===== config.mk =====
export PLATFORM = sky130hd
export DESIGN_NAME = seven_seg_scan_mux
export DESIGN_NICKNAME = d
export VERILOG_FILES = /design/src/rtl/seven_seg_scan_mux.sv
export SDC_FILE = /design/constraint.sdc
export NUM_CORES = 1
export LEC_CHECK = 0
export ABC_AREA = 1
export BUFFER_PORTS_ARGS = -buffer_cell sky130_fd_sc_hd__buf_4
export CORE_AREA = 2 2 97 99
export DETAILED_ROUTE_END_ITERATION = 8
export DIE_AREA = 0 0 99 101
export PLACE_DENSITY = 0.45
export SLEW_MARGIN = 5
export SYNTH_ARGS = -nofsm -noshare
export SYNTH_HDL_FRONTEND = slang
export SYNTH_SLANG_ARGS = --single-unit

===== constraint.sdc =====
create_clock -name clk -period 2.8 [get_ports clk]
set_clock_uncertainty 0.2 [all_clocks]
set_input_delay 0.28 -clock clk [delete_from_list [all_inputs] [get_ports clk]]
set_output_delay 0.28 -clock clk [all_outputs]
set_load 0.005 [all_outputs]

===== src/rtl/seven_seg_scan_mux.sv =====
// Two-digit common-segment scan mux; registered outputs, 1-clock latency; no backpressure (load is a strobe).
// Optional SEG_SCAN_DIM_EN macro adds a dim input that halves each digit's lit time per frame.
module seven_seg_scan_mux #(
  parameter int DWELL_CYCLES = 4000,
  parameter int BLANK_CYCLES = 16
) (
  input  logic       clk,
  input  logic       rst,
  input  logic [7:0] dig1,
  input  logic [7:0] dig2,
  input  logic       load,
`ifdef SEG_SCAN_DIM_EN
  input  logic       dim,
`endif
  output logic [7:0] segments,
  output logic [1:0] digit_en,
  output logic       frame_done
);

  localparam int MAXC = (DWELL_CYCLES > BLANK_CYCLES) ? DWELL_CYCLES : BLANK_CYCLES;
  localparam int CW   = (MAXC > 1) ? $clog2(MAXC) : 1;
  localparam logic [CW-1:0] DLAST = CW'(DWELL_CYCLES - 1);
  localparam logic [CW-1:0] BLAST = CW'((BLANK_CYCLES > 0) ? BLANK_CYCLES - 1 : 0);
  localparam logic [CW-1:0] HALF  = CW'((DWELL_CYCLES + 1) / 2);

  typedef enum logic [1:0] {BLANK1, SHOW1, BLANK2, SHOW2} state_t;

  state_t        state, state_nxt;
  logic [CW-1:0] cnt, cnt_nxt;
  logic [15:0]   shadow, shadow_nxt;
  logic [15:0]   pending, pending_nxt;
  logic          pflag, pflag_nxt;
  logic          dim_q, dim_nxt;
  logic          boundary, dark;
  logic [7:0]    seg_nxt;
  logic [1:0]    en_nxt;
  logic          fd_nxt;

  always_comb begin
    state_nxt = state;
    cnt_nxt   = cnt + CW'(1);
    case (state)
      BLANK1: if (BLANK_CYCLES == 0 || cnt == BLAST) begin
        state_nxt = SHOW1;
        cnt_nxt   = '0;
      end
      SHOW1: if (cnt == DLAST) begin
        state_nxt = (BLANK_CYCLES == 0) ? SHOW2 : BLANK2;
        cnt_nxt   = '0;
      end
      BLANK2: if (BLANK_CYCLES == 0 || cnt == BLAST) begin
        state_nxt = SHOW2;
        cnt_nxt   = '0;
      end
      SHOW2: if (cnt == DLAST) begin
        state_nxt = (BLANK_CYCLES == 0) ? SHOW1 : BLANK1;
        cnt_nxt   = '0;
      end
      default: begin
        state_nxt = BLANK1;
        cnt_nxt   = '0;
      end
    endcase
  end

  // Shadow only moves on the frame edge; a load on that same edge goes straight to the shadow.
  always_comb begin
    boundary    = (state == SHOW2) && (cnt == DLAST);
    shadow_nxt  = shadow;
    pending_nxt = pending;
    pflag_nxt   = pflag;
    dim_nxt     = dim_q;
    if (load) pending_nxt = {dig1, dig2};
    if (boundary) begin
      if (load)       shadow_nxt = {dig1, dig2};
      else if (pflag) shadow_nxt = pending;
      pflag_nxt = 1'b0;
`ifdef SEG_SCAN_DIM_EN
      dim_nxt = dim;
`endif
    end else if (load) begin
      pflag_nxt = 1'b1;
    end
  end

  always_comb begin
    dark    = dim_nxt && (cnt_nxt >= HALF);
    seg_nxt = '0;
    en_nxt  = 2'b00;
    if (state_nxt == SHOW1 && !dark) begin
      seg_nxt = shadow_nxt[15:8];
      en_nxt  = 2'b01;
    end else if (state_nxt == SHOW2 && !dark) begin
      seg_nxt = shadow_nxt[7:0];
      en_nxt  = 2'b10;
    end
    fd_nxt = (state_nxt == SHOW2) && (cnt_nxt == DLAST);
  end

  always_ff @(posedge clk) begin
    if (rst) begin
      state      <= BLANK1;
      cnt        <= '0;
      shadow     <= '0;
      pending    <= '0;
      pflag      <= 1'b0;
      dim_q      <= 1'b0;
      segments   <= '0;
      digit_en   <= 2'b00;
      frame_done <= 1'b0;
    end else begin
      state      <= state_nxt;
      cnt        <= cnt_nxt;
      shadow     <= shadow_nxt;
      pending    <= pending_nxt;
      pflag      <= pflag_nxt;
      dim_q      <= dim_nxt;
      segments   <= seg_nxt;
      digit_en   <= en_nxt;
      frame_done <= fd_nxt;
    end
  end

endmodule

==> impl_metrics.py <==
metrics = {
    "yosys": {
        "syn_area_per_cell_um2": 7.63,
        "synthSimpleGateAreaFrac": 0.345,
        "synth_nets": 343,
        "synthTopCellsByArea": "dfxtp_1 (47%), nand2_1 (15%), nor2_1 (5.8%)",
        "yosysTopAreaCellShare": 0.471,
        "synthAdderAreaFrac": 0.00508,
        "synth_area_um2": 2460,
        "synth.distinct_cells": 31,
        "synth-compound-area-share": 0.0660,
        "synthXorXnorAreaFrac": 0.0107,
        "yosysWarnings": 0,
        "synth.area.mux_share": 0.0325,
        "seq_area_frac_synth": 0.471,
        "syn_inst": 323,
        "synth_top_family_by_area": "simple AND/OR/NAND/NOR gates",
        "synth_seq_cells": 58,
        "yosys.area.top_type": "dfxtp_1",
    },
    "power": {
        "p_sw_uw": 421,
        "power_leakage_uw": 0.00135,
        "swShare": 0.233,
        "power_frac_seq": 0.472,
        "p_comb_frac": 0.046,
        "ir_drop_mv": 0.332,
        "p_per_area_nw_per_um2": 603,
        "p_int_uw": 1380,
        "p_clk_frac": 0.482,
    },
    "clocking": {
        "insertion_delay_ps": 340,
        "htreeDepth": 3,
        "cts_made_buffers": 9,
        "clockBufferDepth": 2,
        "post-cts-setup-buffers": 0,
        "cts-root-buf": "clkbuf_8",
        "tritoncts": "built",
        "cts_resized": 0,
        "cts.hold.buffers_added": 0,
        "cts.reportedPaths.clkPinSlew_ps": 80,
        "cts.sinks": 58,
    },
    "finish": {
        "final_nets": 374,
        "multi_input_area_um2": 1130,
        "regArea_um2": 1160,
        "nFillCells": 951,
        "antenna_cells": 0,
        "area_growth_pct": 21.5,
        "final_cell_mix": "nand2_1 (99), dfxtp_1 (58), nor2_1 (38), inv_1 (30), buf_4 (29)",
        "final_layout_size_suffix_gt1_frac": 0.181,
        "final_common_cell": "nand2_1",
        "finalInstanceArea_um2": 2990,
    },
    "timing": {
        "fin_ws_ps": 675,
        "max_freq_mhz": 471,
        "slew_headroom": 0.498,
        "hold_viol_final": 0,
        "period_minus_slack_ps": 2130,
        "fin_tns_setup_ps": 0,
        "tightest_slew_ps": 752,
        "setup_viol": 0,
        "slew_viol_final": 0,
        "post-route-period-util": 0.759,
        "rsz0062_at_grt": "false",
    },
    "detailed_routing": {
        "drt_first_pass_iters": 4,
        "antenna_left": 0,
        "wirelength_um": 5430,
        "via_per_inst": 4.36,
        "avgRoutedWirePerCell_um": 11.6,
        "drt_iter0_markers": 57,
        "vias": 2047,
        "drc": 0,
    },
    "critical_path": {
        "cp.required_ps": 2880,
        "critPathMaxFanout": 28,
        "crit_type": "flop to flop",
        "worst_path_max_delay_cell": "dfxtp_1",
        "arrival_ps": 2210,
        "start_kind": "flop",
        "path_cells": "ha_1 -> nand3_4 -> nor2_4 -> nand4_4 -> o21ai_0 -> nand2_1 -> nand2_1",
        "cpPeakStageDelay_ps": 400,
        "ff2ff_setup_slack_ps": 670,
        "crit_top_cell": "nand2_1",
        "endpoint_kind": "flop",
    },
    "place": {
        "port_buffers": 29,
        "place_congestion": 0.790,
        "place_area_um2": 2770,
        "hpwl_um": 3840,
        "place_ws_ps": 692,
    },
    "status": {
        "status": "completed",
    },
    "floorplan": {
        "die_h_um": 101,
        "die_w_um": 99,
        "rows": 35,
        "pin_count": 30,
        "core_um2": 8980,
        "die_area_um2": 10000,
        "start_util": 0.275,
    },
    "grt": {
        "grt_pass1_wl_um": 9450,
        "grt_max_degree": 29,
        "antenna_found_initial": 0,
        "grt_pass1_vias": 2015,
        "grt_use_total": 0.121,
        "grt_overflow": 0,
    },
    "job": {
        "maxCapViolCount": 0,
    },
    "hold_path": {
        "hold_path.class": "primary input to flop",
    },
}
## area by class of cell
cell class                      count  area share
Multi-Input combinational cell    225       0.378
Clock inverter                      7      0.0347
Clock buffer                        9      0.0414
Inverter                           31      0.0389
Sequential cell                    58       0.388
Timing Repair Buffer               29      0.0727
Tap cell                          111      0.0464
## worst paths after layout
| check | cells after the start | from | to |
|---|---|---|---|
| worst max-delay path | 7 | cnt[0]$_SDFF_PP0_ | segments[2]$_SDFF_PP0_ |
| worst min-delay path | 3 | dig1[6] | pending[14]$_SDFFE_PP0P_ |
| worst max register to register | 7 | cnt[0]$_SDFF_PP0_ | segments[2]$_SDFF_PP0_ |
| worst min register to register | 1 | cnt[0]$_SDFF_PP0_ | cnt[0]$_SDFF_PP0_ |
## cell families (layout without fill, tap and decap cells)
kind of cell | Yosys count | after routing
flip-flops | 58 | 58
buffers and inverters | 40 | 76
AO/OA/AOI/OAI | 26 | 26
XOR/XNOR | 3 | 3
AND/OR/NAND/NOR | 187 | 187
multiplexers | 8 | 8
adder cells (fa/ha/maj) | 1 | 1
## synthesized netlist by cell type, drive strengths merged
cell    count
a211oi      1
a21oi       5
and2        8
buf         5
clkbuf      4
clkinv      1
dfxtp      58
ha          1
inv        30
mux2i       8
nand2     103
nand3      19
nand3b      2
nand4       8
nor2       43
nor3        3
nor4        1
o21ai      20
xnor2       1
xor2        2
## worst max-delay path, delay by kind of cell (launching register included)
kind	cells	cell delay, ps
AND/OR/NAND/NOR	5	820
AO/OA/AOI/OAI	1	370
adder cells (fa/ha/maj)	1	270
flip-flops	1	400
## per-stage QoR
step | util | instances | hold slack (ps) | power, uW
after floorplan | - | 323 | 176 | 920
after global placement | 0.308 | 454 | 258 | 954
after detailed placement | 0.308 | 454 | 270 | 956
after CTS | 0.334 | 470 | 12.2 | 1840
after global routing | 0.334 | 470 | 20.2 | 1890
final | 0.334 | 470 | 21.2 | 1810
## registers in the layout, indices dropped and copies added (netlist names)
signal      flops
cnt            12
shadow         16
segments        8
frame_done      1
digit_en        2
state           2
pending        16
pflag           1
## layer usage
metal | GRT usage | up-vias | wire length (um)
li1 | - | 1079 | -
met1 | 0.143 | 921 | 2480
met2 | 0.199 | 36 | 2600
met3 | 0.0416 | 11 | 249
met4 | 0.0495 | 0 | 106
met5 | 0 | - | 0
## power groups by stage
| stage | registers [uW] | clock network (uW) | logic (uW) |
|---|---|---|---|
| 2_1_floorplan | 868 | 0 | 52.2 |
| 3_3_place_gp | 870 | 0 | 84.8 |
| 3_5_place_dp | 871 | 0 | 85.8 |
| 4_1_cts | 851 | 902 | 85.9 |
| 5_1_grt | 853 | 939 | 96.0 |
| 6_report | 851 | 870 | 83.4 |
Power figures use the tool's default switching activity.
